===== config.mk =====
export PLATFORM = sky130hd
export DESIGN_NAME = fetch_ctrl
export DESIGN_NICKNAME = d
export VERILOG_FILES = /design/src/rtl/fetch_pkg.sv /design/src/rtl/fetch_ibuf.sv /design/src/rtl/fetch_ctrl.sv
export SDC_FILE = /design/constraint.sdc
export NUM_CORES = 1
export LEC_CHECK = 0
export ABC_AREA = 1
export CORE_MARGIN = 2
export CORE_UTILIZATION = 39
export DETAILED_ROUTE_END_ITERATION = 10
export PLACE_DENSITY = 0.58
export SKIP_LAST_GASP = 1
export SYNTH_ARGS = -nofsm -noshare
export SYNTH_HDL_FRONTEND = slang
export SYNTH_SLANG_ARGS = --single-unit
export TNS_END_PERCENT = 30

===== constraint.sdc =====
create_clock -name clk -period 5.3 [get_ports clk]
set_input_delay 1.325 -clock clk [delete_from_list [all_inputs] [get_ports clk]]
set_output_delay 1.325 -clock clk [all_outputs]
set_load 0.05 [all_outputs]

===== src/rtl/fetch_pkg.sv =====
// Shared types and constants for the instruction-fetch controller.
package fetch_pkg;

    typedef logic [1:0] fetch_state_t;

    localparam fetch_state_t StIdle  = 2'd0;
    localparam fetch_state_t StRun   = 2'd1;
    localparam fetch_state_t StDrain = 2'd2;

    localparam logic [31:0] PcIncr         = 32'd4;
    localparam logic [31:0] DefaultResetPc = 32'h0000_0000;

    typedef struct packed {
        logic [31:0] pc;
        logic [31:0] inst;
    } ibuf_entry_t;

endpackage


===== src/rtl/fetch_ibuf.sv =====
// Small synchronous FIFO holding fetched {pc, inst} pairs for decode.
// Flush wins over push and pop; storage resets to zero.
module fetch_ibuf
    import fetch_pkg::*;
#(
    parameter int unsigned Depth = 2
) (
    input  logic                     clk,
    input  logic                     rst_n,
    input  logic                     flush,
    input  logic                     push,
    input  ibuf_entry_t              push_entry,
    input  logic                     pop,
    output logic [$clog2(Depth):0]   count,
    output logic                     head_valid,
    output ibuf_entry_t              head
);

    localparam int unsigned PtrW = $clog2(Depth);

    ibuf_entry_t     mem_q [Depth];
    logic [PtrW-1:0] wr_ptr_q;
    logic [PtrW-1:0] rd_ptr_q;
    logic [PtrW:0]   count_q;

    // Depth is a power of two, so pointers wrap naturally.
    always_ff @(posedge clk or negedge rst_n) begin
        if (!rst_n) begin
            for (int i = 0; i < Depth; i++) begin
                mem_q[i] <= '0;
            end
            wr_ptr_q <= '0;
            rd_ptr_q <= '0;
            count_q  <= '0;
        end else if (flush) begin
            wr_ptr_q <= '0;
            rd_ptr_q <= '0;
            count_q  <= '0;
        end else begin
            if (push) begin
                mem_q[wr_ptr_q] <= push_entry;
                wr_ptr_q        <= wr_ptr_q + 1'b1;
            end
            if (pop) begin
                rd_ptr_q <= rd_ptr_q + 1'b1;
            end
            count_q <= count_q + {{PtrW{1'b0}}, push} - {{PtrW{1'b0}}, pop};
        end
    end

    assign count      = count_q;
    assign head_valid = (count_q != '0);
    assign head       = mem_q[rd_ptr_q];

endmodule


===== src/rtl/fetch_ctrl.sv =====
// Instruction-fetch controller: owns the PC, issues one-outstanding word fetches,
// queues responses for decode and squashes the old stream on redirect.
module fetch_ctrl
    import fetch_pkg::*;
#(
    parameter logic [31:0] RESET_PC   = DefaultResetPc,
    parameter int unsigned IBUF_DEPTH = 2
) (
    input  logic        clk,
    input  logic        rst_n,
    input  logic        redirect_valid,
    input  logic [31:0] redirect_pc,
    input  logic        stall_i,
    output logic        imem_req,
    output logic [31:0] imem_addr,
    input  logic        imem_gnt,
    input  logic        imem_rvalid,
    input  logic [31:0] imem_rdata,
    output logic        inst_valid,
    output logic [31:0] inst_o,
    output logic [31:0] inst_pc
);

    localparam int unsigned CntW           = $clog2(IBUF_DEPTH) + 1;
    localparam logic [31:0] ResetPcAligned = RESET_PC & ~32'd3;

    fetch_state_t state_q, state_d;
    logic [31:0]  pc_q, pc_d;
    logic [31:0]  outst_pc_q, outst_pc_d;
    logic         outst_q, outst_d;
    logic         drop_q, drop_d;

    logic [CntW-1:0] count;
    logic            rsp_valid;
    logic            gnt_fire;
    logic            pop_req;
    logic            pop;
    logic            push;
    logic            flush;
    logic [31:0]     occupancy;
    ibuf_entry_t     head;

    // Responses only count while a request is outstanding; strays are ignored.
    assign rsp_valid = imem_rvalid && outst_q;
    assign pop_req   = inst_valid && !stall_i;
    assign pop       = pop_req && !redirect_valid;
    assign occupancy = 32'(count) + 32'(outst_q) - 32'(pop_req);

    assign imem_req = (state_q != StIdle)
                   && (!outst_q || imem_rvalid)
                   && (!drop_q || rsp_valid)
                   && (occupancy < IBUF_DEPTH);
    assign imem_addr = pc_q;
    assign gnt_fire  = imem_req && imem_gnt;

    always_comb begin
        state_d    = state_q;
        pc_d       = pc_q;
        outst_d    = outst_q;
        outst_pc_d = outst_pc_q;
        drop_d     = drop_q;
        push       = 1'b0;
        flush      = 1'b0;

        if (gnt_fire) begin
            outst_d    = 1'b1;
            outst_pc_d = pc_q;
        end else if (rsp_valid) begin
            outst_d = 1'b0;
        end

        if (redirect_valid) begin
            pc_d  = redirect_pc & ~32'd3;
            flush = 1'b1;
            // A response still owed to the old stream must be swallowed later.
            if ((outst_q && !imem_rvalid) || gnt_fire) begin
                drop_d  = 1'b1;
                state_d = StDrain;
            end else begin
                drop_d  = 1'b0;
                state_d = StRun;
            end
        end else begin
            if (gnt_fire) begin
                pc_d = pc_q + PcIncr;
            end
            if (rsp_valid) begin
                if (drop_q) begin
                    drop_d  = 1'b0;
                    state_d = StRun;
                end else begin
                    push = 1'b1;
                end
            end
            if (state_q == StIdle) begin
                state_d = StRun;
            end
        end
    end

    always_ff @(posedge clk or negedge rst_n) begin
        if (!rst_n) begin
            state_q    <= StIdle;
            pc_q       <= ResetPcAligned;
            outst_q    <= 1'b0;
            outst_pc_q <= '0;
            drop_q     <= 1'b0;
        end else begin
            state_q    <= state_d;
            pc_q       <= pc_d;
            outst_q    <= outst_d;
            outst_pc_q <= outst_pc_d;
            drop_q     <= drop_d;
        end
    end

    fetch_ibuf #(
        .Depth (IBUF_DEPTH)
    ) u_ibuf (
        .clk        (clk),
        .rst_n      (rst_n),
        .flush      (flush),
        .push       (push),
        .push_entry ('{pc: outst_pc_q, inst: imem_rdata}),
        .pop        (pop),
        .count      (count),
        .head_valid (inst_valid),
        .head       (head)
    );

    assign inst_o  = head.inst;
    assign inst_pc = head.pc;

endmodule

==> results.txt <==
----------------------------------------------------
[Outcome]
  Outcome ... finished, final reports clean

[Cells and area]
  Diode insertion count for antenna repair ... 0
  Sequential standard cell area ... between 4000 and 5000 um^2
  Final standard cell utilization of the core ... 0.499
  Final instance area ... between 10000 and 15000 um^2
  Top library cells by usage in the layout, fill and taps aside ... nand2_1, dfrtp_1, o21ai_0, clkdlybuf4s50_1, inv_1
  Synth-to-Final Area Change ... 26.2%
  Number of nets in the layout ... 1442
  Layout fillers ... 2322
  Area taken by multi-input logic gates ... around 3700 um^2
  Most common cell after layout, fill and taps aside ... nand2_1
  Fraction of layout cells with a size suffix above 1 ... 0.0384

[Placement]
  Cell area after placement ... about 11000 um^2
  Placer's final routability congestion estimate ... approximately 0.86
  Count of port buffers added during placement ... 161
  HPWL after detailed placement ... between 15000 and 20000 um

[Route]
  TritonRoute pass-1 iters ... 7
  Routed Wire Length ... ~23000 um
  Number of nets with antenna violations after routing ... 0
  Detailed Route Iter0 Violations ... about 620
  Via count of the routed design ... slightly below 8000
  Detail-routed via count per cell ... 4.65
  Per-cell routed wire length ... about 14 um
  Post-route DRC ... 0

[Timing]
  Rel. slew slack ... 0.407
  Minimum period implied by the final worst setup slack ... about 4.7 ns
  Setup repair after global routing missed its margin ... no
  Tightest Pin Transition ... around 0.9 ns
  Pins Over Slew Limit ... 0
  Achievable Freq ... about 210 MHz
  Number of endpoints with negative hold slack in the final report ... 0
  Setup total negative slack ... 0 ns
  Part of the cycle the worst path needs ... 0.887
  Final Setup Violations ... 0
  Worst-case clock skew ... ~0.012 ns

[GRT]
  First-pass GRT wire length ... 37700 um
  Global routing usage summed across all routing layers ... 0.193
  Pin count of the biggest net entering global routing ... between 100 and 150
  Number of antenna violations at the first check in global routing ... 0
  Busiest layer in global routing ... met2
  GR Layer Usage met3 ... 0.0427
  Total congestion overflow ... 0
  M2 GR Usage ... 0.285
  Global routing usage on met1 ... 0.282
  Vias in the first global route ... between 7000 and 8000

[Pwr]
  Proportion of total power due to net switching ... 0.459
  Power dissipated by switching net loads ... between 0.003 and 0.004 W
  VDD IR max ... a little under 500 uV
  Areal power density over the cells ... between 600 and 700 nW/um^2
  Proportion of power drawn by flip-flops and latches ... 0.348
  Leakage dissipation ... 5.73 nW
  Clock group share of total power ... 0.182
  Relative contribution of combinational cells to total power ... 0.470
  Cell internal pwr ... between 0.003 and 0.004 W

[Yosys]
  Share of Yosys cell area claimed by the top area cell type ... 0.520
  Ranking of synthesized cells by area ... dfrtp_1, nand2_1, o21ai_0
  Number of different library cells in the post-synthesis netlist ... 27
  Synth area leader ... dfrtp_1
  Netlist area before placement ... 9240 um^2
  Sequential-to-total area share from yosys stat ... 0.520
  Total of warnings raised by yosys ... 0
  Post-synthesis area per instance ... roughly 7.5 um^2
  Gate Count Post-Synth ... 1234
  Number of flip-flops and latches in the synthesized netlist ... about 190

[CTS]
  Clock buffer count from CTS ... 17
  PostCTS Resize Cnt ... 0
  Worst-skew pair later-pin latency ... ~0.43 ns
  Total number of clock tree sinks ... 192
  TritonCTS clock tree ... yes
  CTS Root Buffer Type ... clkbuf_16
  Buffer levels on the longest clock path ... 2
  Hold_buf cts ... 0
  CTS HTree Levels ... 4
  Clk pin slew, worst setup/hold paths ... about 0.06 ns
  Post-CTS Setup Bufs ... 0

[Worst hold path]
  Class of the tightest hold or removal check ... reg -> reg

[Floorplanning]
  # IOs ... 168
  Initial core utilization ... 0.396
  Die X-Extent ... ~160 um
  Floorplan die height ... roughly 160 um
  Core Region ... roughly 23000 um^2
  Total number of placement rows ... 56
  Die Footprint ... between 20000 and 25000 um^2

[Setup path]
  Critical setup path kind ... in -> out
  Critical Path Start Type ... input port
  CP max FO ... 3
  Required time at the endpoint of the critical path ... approximately 4.0 ns
  Endpoint arrival time on the critical path ... between 3 and 4 ns
  Crit end category ... output pin

[Flow run]
  Max_cap viols ... 0

----------------------------------------------------
==> area by class of cell <==
type / instances / share of cell area
clock buffers: 19 / 0.0372
repair buffers: 170 / 0.146
clock inverters: 13 / 0.0132
flip-flops and latches: 192 / 0.412
multi-input cells: 859 / 0.316
inverters: 126 / 0.0406
well taps: 319 / 0.0343
==> sequential cells by signal, indices dropped and copies added, names as in the netlist <==
name	cells
u_ibuf.count	2
drop_q	1
outst_pc_q	30
state_q	2
u_ibuf.wr_ptr_q	1
u_ibuf.rd_ptr_q	1
imem_addr	30
u_ibuf.mem_q	124
outst_q	1
==> cells in the mapped netlist <==
| master | n |
|---|---|
| nand3_1 | 52 |
| o21ai_1 | 5 |
| inv_1 | 124 |
| conb_1 | 1 |
| nand3_4 | 1 |
| clkbuf_1 | 33 |
| nor3_4 | 1 |
| dfrtp_1 | 192 |
| fa_1 | 1 |
| nand4_1 | 1 |
| nor2_4 | 1 |
| xor2_1 | 7 |
| nand3_2 | 1 |
| buf_4 | 4 |
| nor2_1 | 52 |
| ha_1 | 5 |
| a21oi_1 | 3 |
| buf_1 | 2 |
| xnor2_1 | 2 |
| nand2_1 | 549 |
| buf_6 | 5 |
| buf_2 | 16 |
| o21ai_0 | 168 |
| nor2_2 | 3 |
| nand2_2 | 3 |
| clkinv_1 | 1 |
| inv_2 | 1 |
==> routing by layer <==
layer	vias up	routed length, um
met5	-	0
met4	0	464
met3	27	1370
met2	233	9800
met1	3574	11400
li1	4060	-
==> logic make-up after synthesis <==
| logic type | synth area share |
|---|---|
| AND/OR/NAND/NOR | 0.283 |
| flip-flops | 0.520 |
| buffers and inverters | 0.0834 |
| AO/OA/AOI/OAI | 0.0954 |
| XOR/XNOR | 0.00853 |
| adder cells (fa/ha/maj) | 0.00894 |
| other | 0.000406 |
==> worst max-delay path, stage by stage <==
cell and delay, ns:
clkdlybuf4s50_1 0.40, a21oi_1 0.21, ha_1 0.28, nor2_2 0.15, fa_1 0.42, inv_1 0.06
nand2_1 0.05, nor2_2 0.15, nand2_1 0.07, inv_1 0.10, buf_12 0.14
==> final timing paths <==
check,start,to,slack (ns),cells past startpoint
worst max-delay path,stall_i,imem_req,0.60,11
worst min-delay path,outst_pc_q[11]$_DFFE_PN0P_,outst_pc_q[11]$_DFFE_PN0P_,0.48,2
worst max register to register,u_ibuf.count[1]$_DFF_PN0_,imem_addr[31]$_DFFE_PN0P_,2.18,12
worst min register to register,outst_pc_q[11]$_DFFE_PN0P_,outst_pc_q[11]$_DFFE_PN0P_,0.48,2
max in group asynchronous,rst_n,u_ibuf.mem_q[52]$_DFFE_PN0P_,3.36,2
min in group asynchronous,rst_n,u_ibuf.mem_q[71]$_DFFE_PN0P_,0.99,1
==> power groups by stage <==
stage / Clock [W] / Combinational, W / Sequential, W
2_1_floorplan: 0 / 0.00207 / 0.00265
3_5_place_dp: 0 / 0.00336 / 0.00248
4_1_cts: 0.00133 / 0.00337 / 0.00245
6_report: 0.00129 / 0.00332 / 0.00246
5_1_grt: 0.00138 / 0.00365 / 0.00254
3_3_place_gp: 0 / 0.00333 / 0.00247
==> stage by stage <==
step | worst slack (ns) | hold WS (ns) | cells | total power [W]
2_1_floorplan | 1.02 | 0.453 | 1237 | 0.00472
3_3_place_gp | 0.594 | 0.465 | 1666 | 0.00580
3_5_place_dp | 0.600 | 0.473 | 1666 | 0.00584
4_1_cts | 0.585 | 0.489 | 1698 | 0.00715
5_1_grt | 0.450 | 0.498 | 1698 | 0.00757
6_report | 0.600 | 0.484 | 1698 | 0.00707
Note: power is estimated with default switching activity, not from simulation.
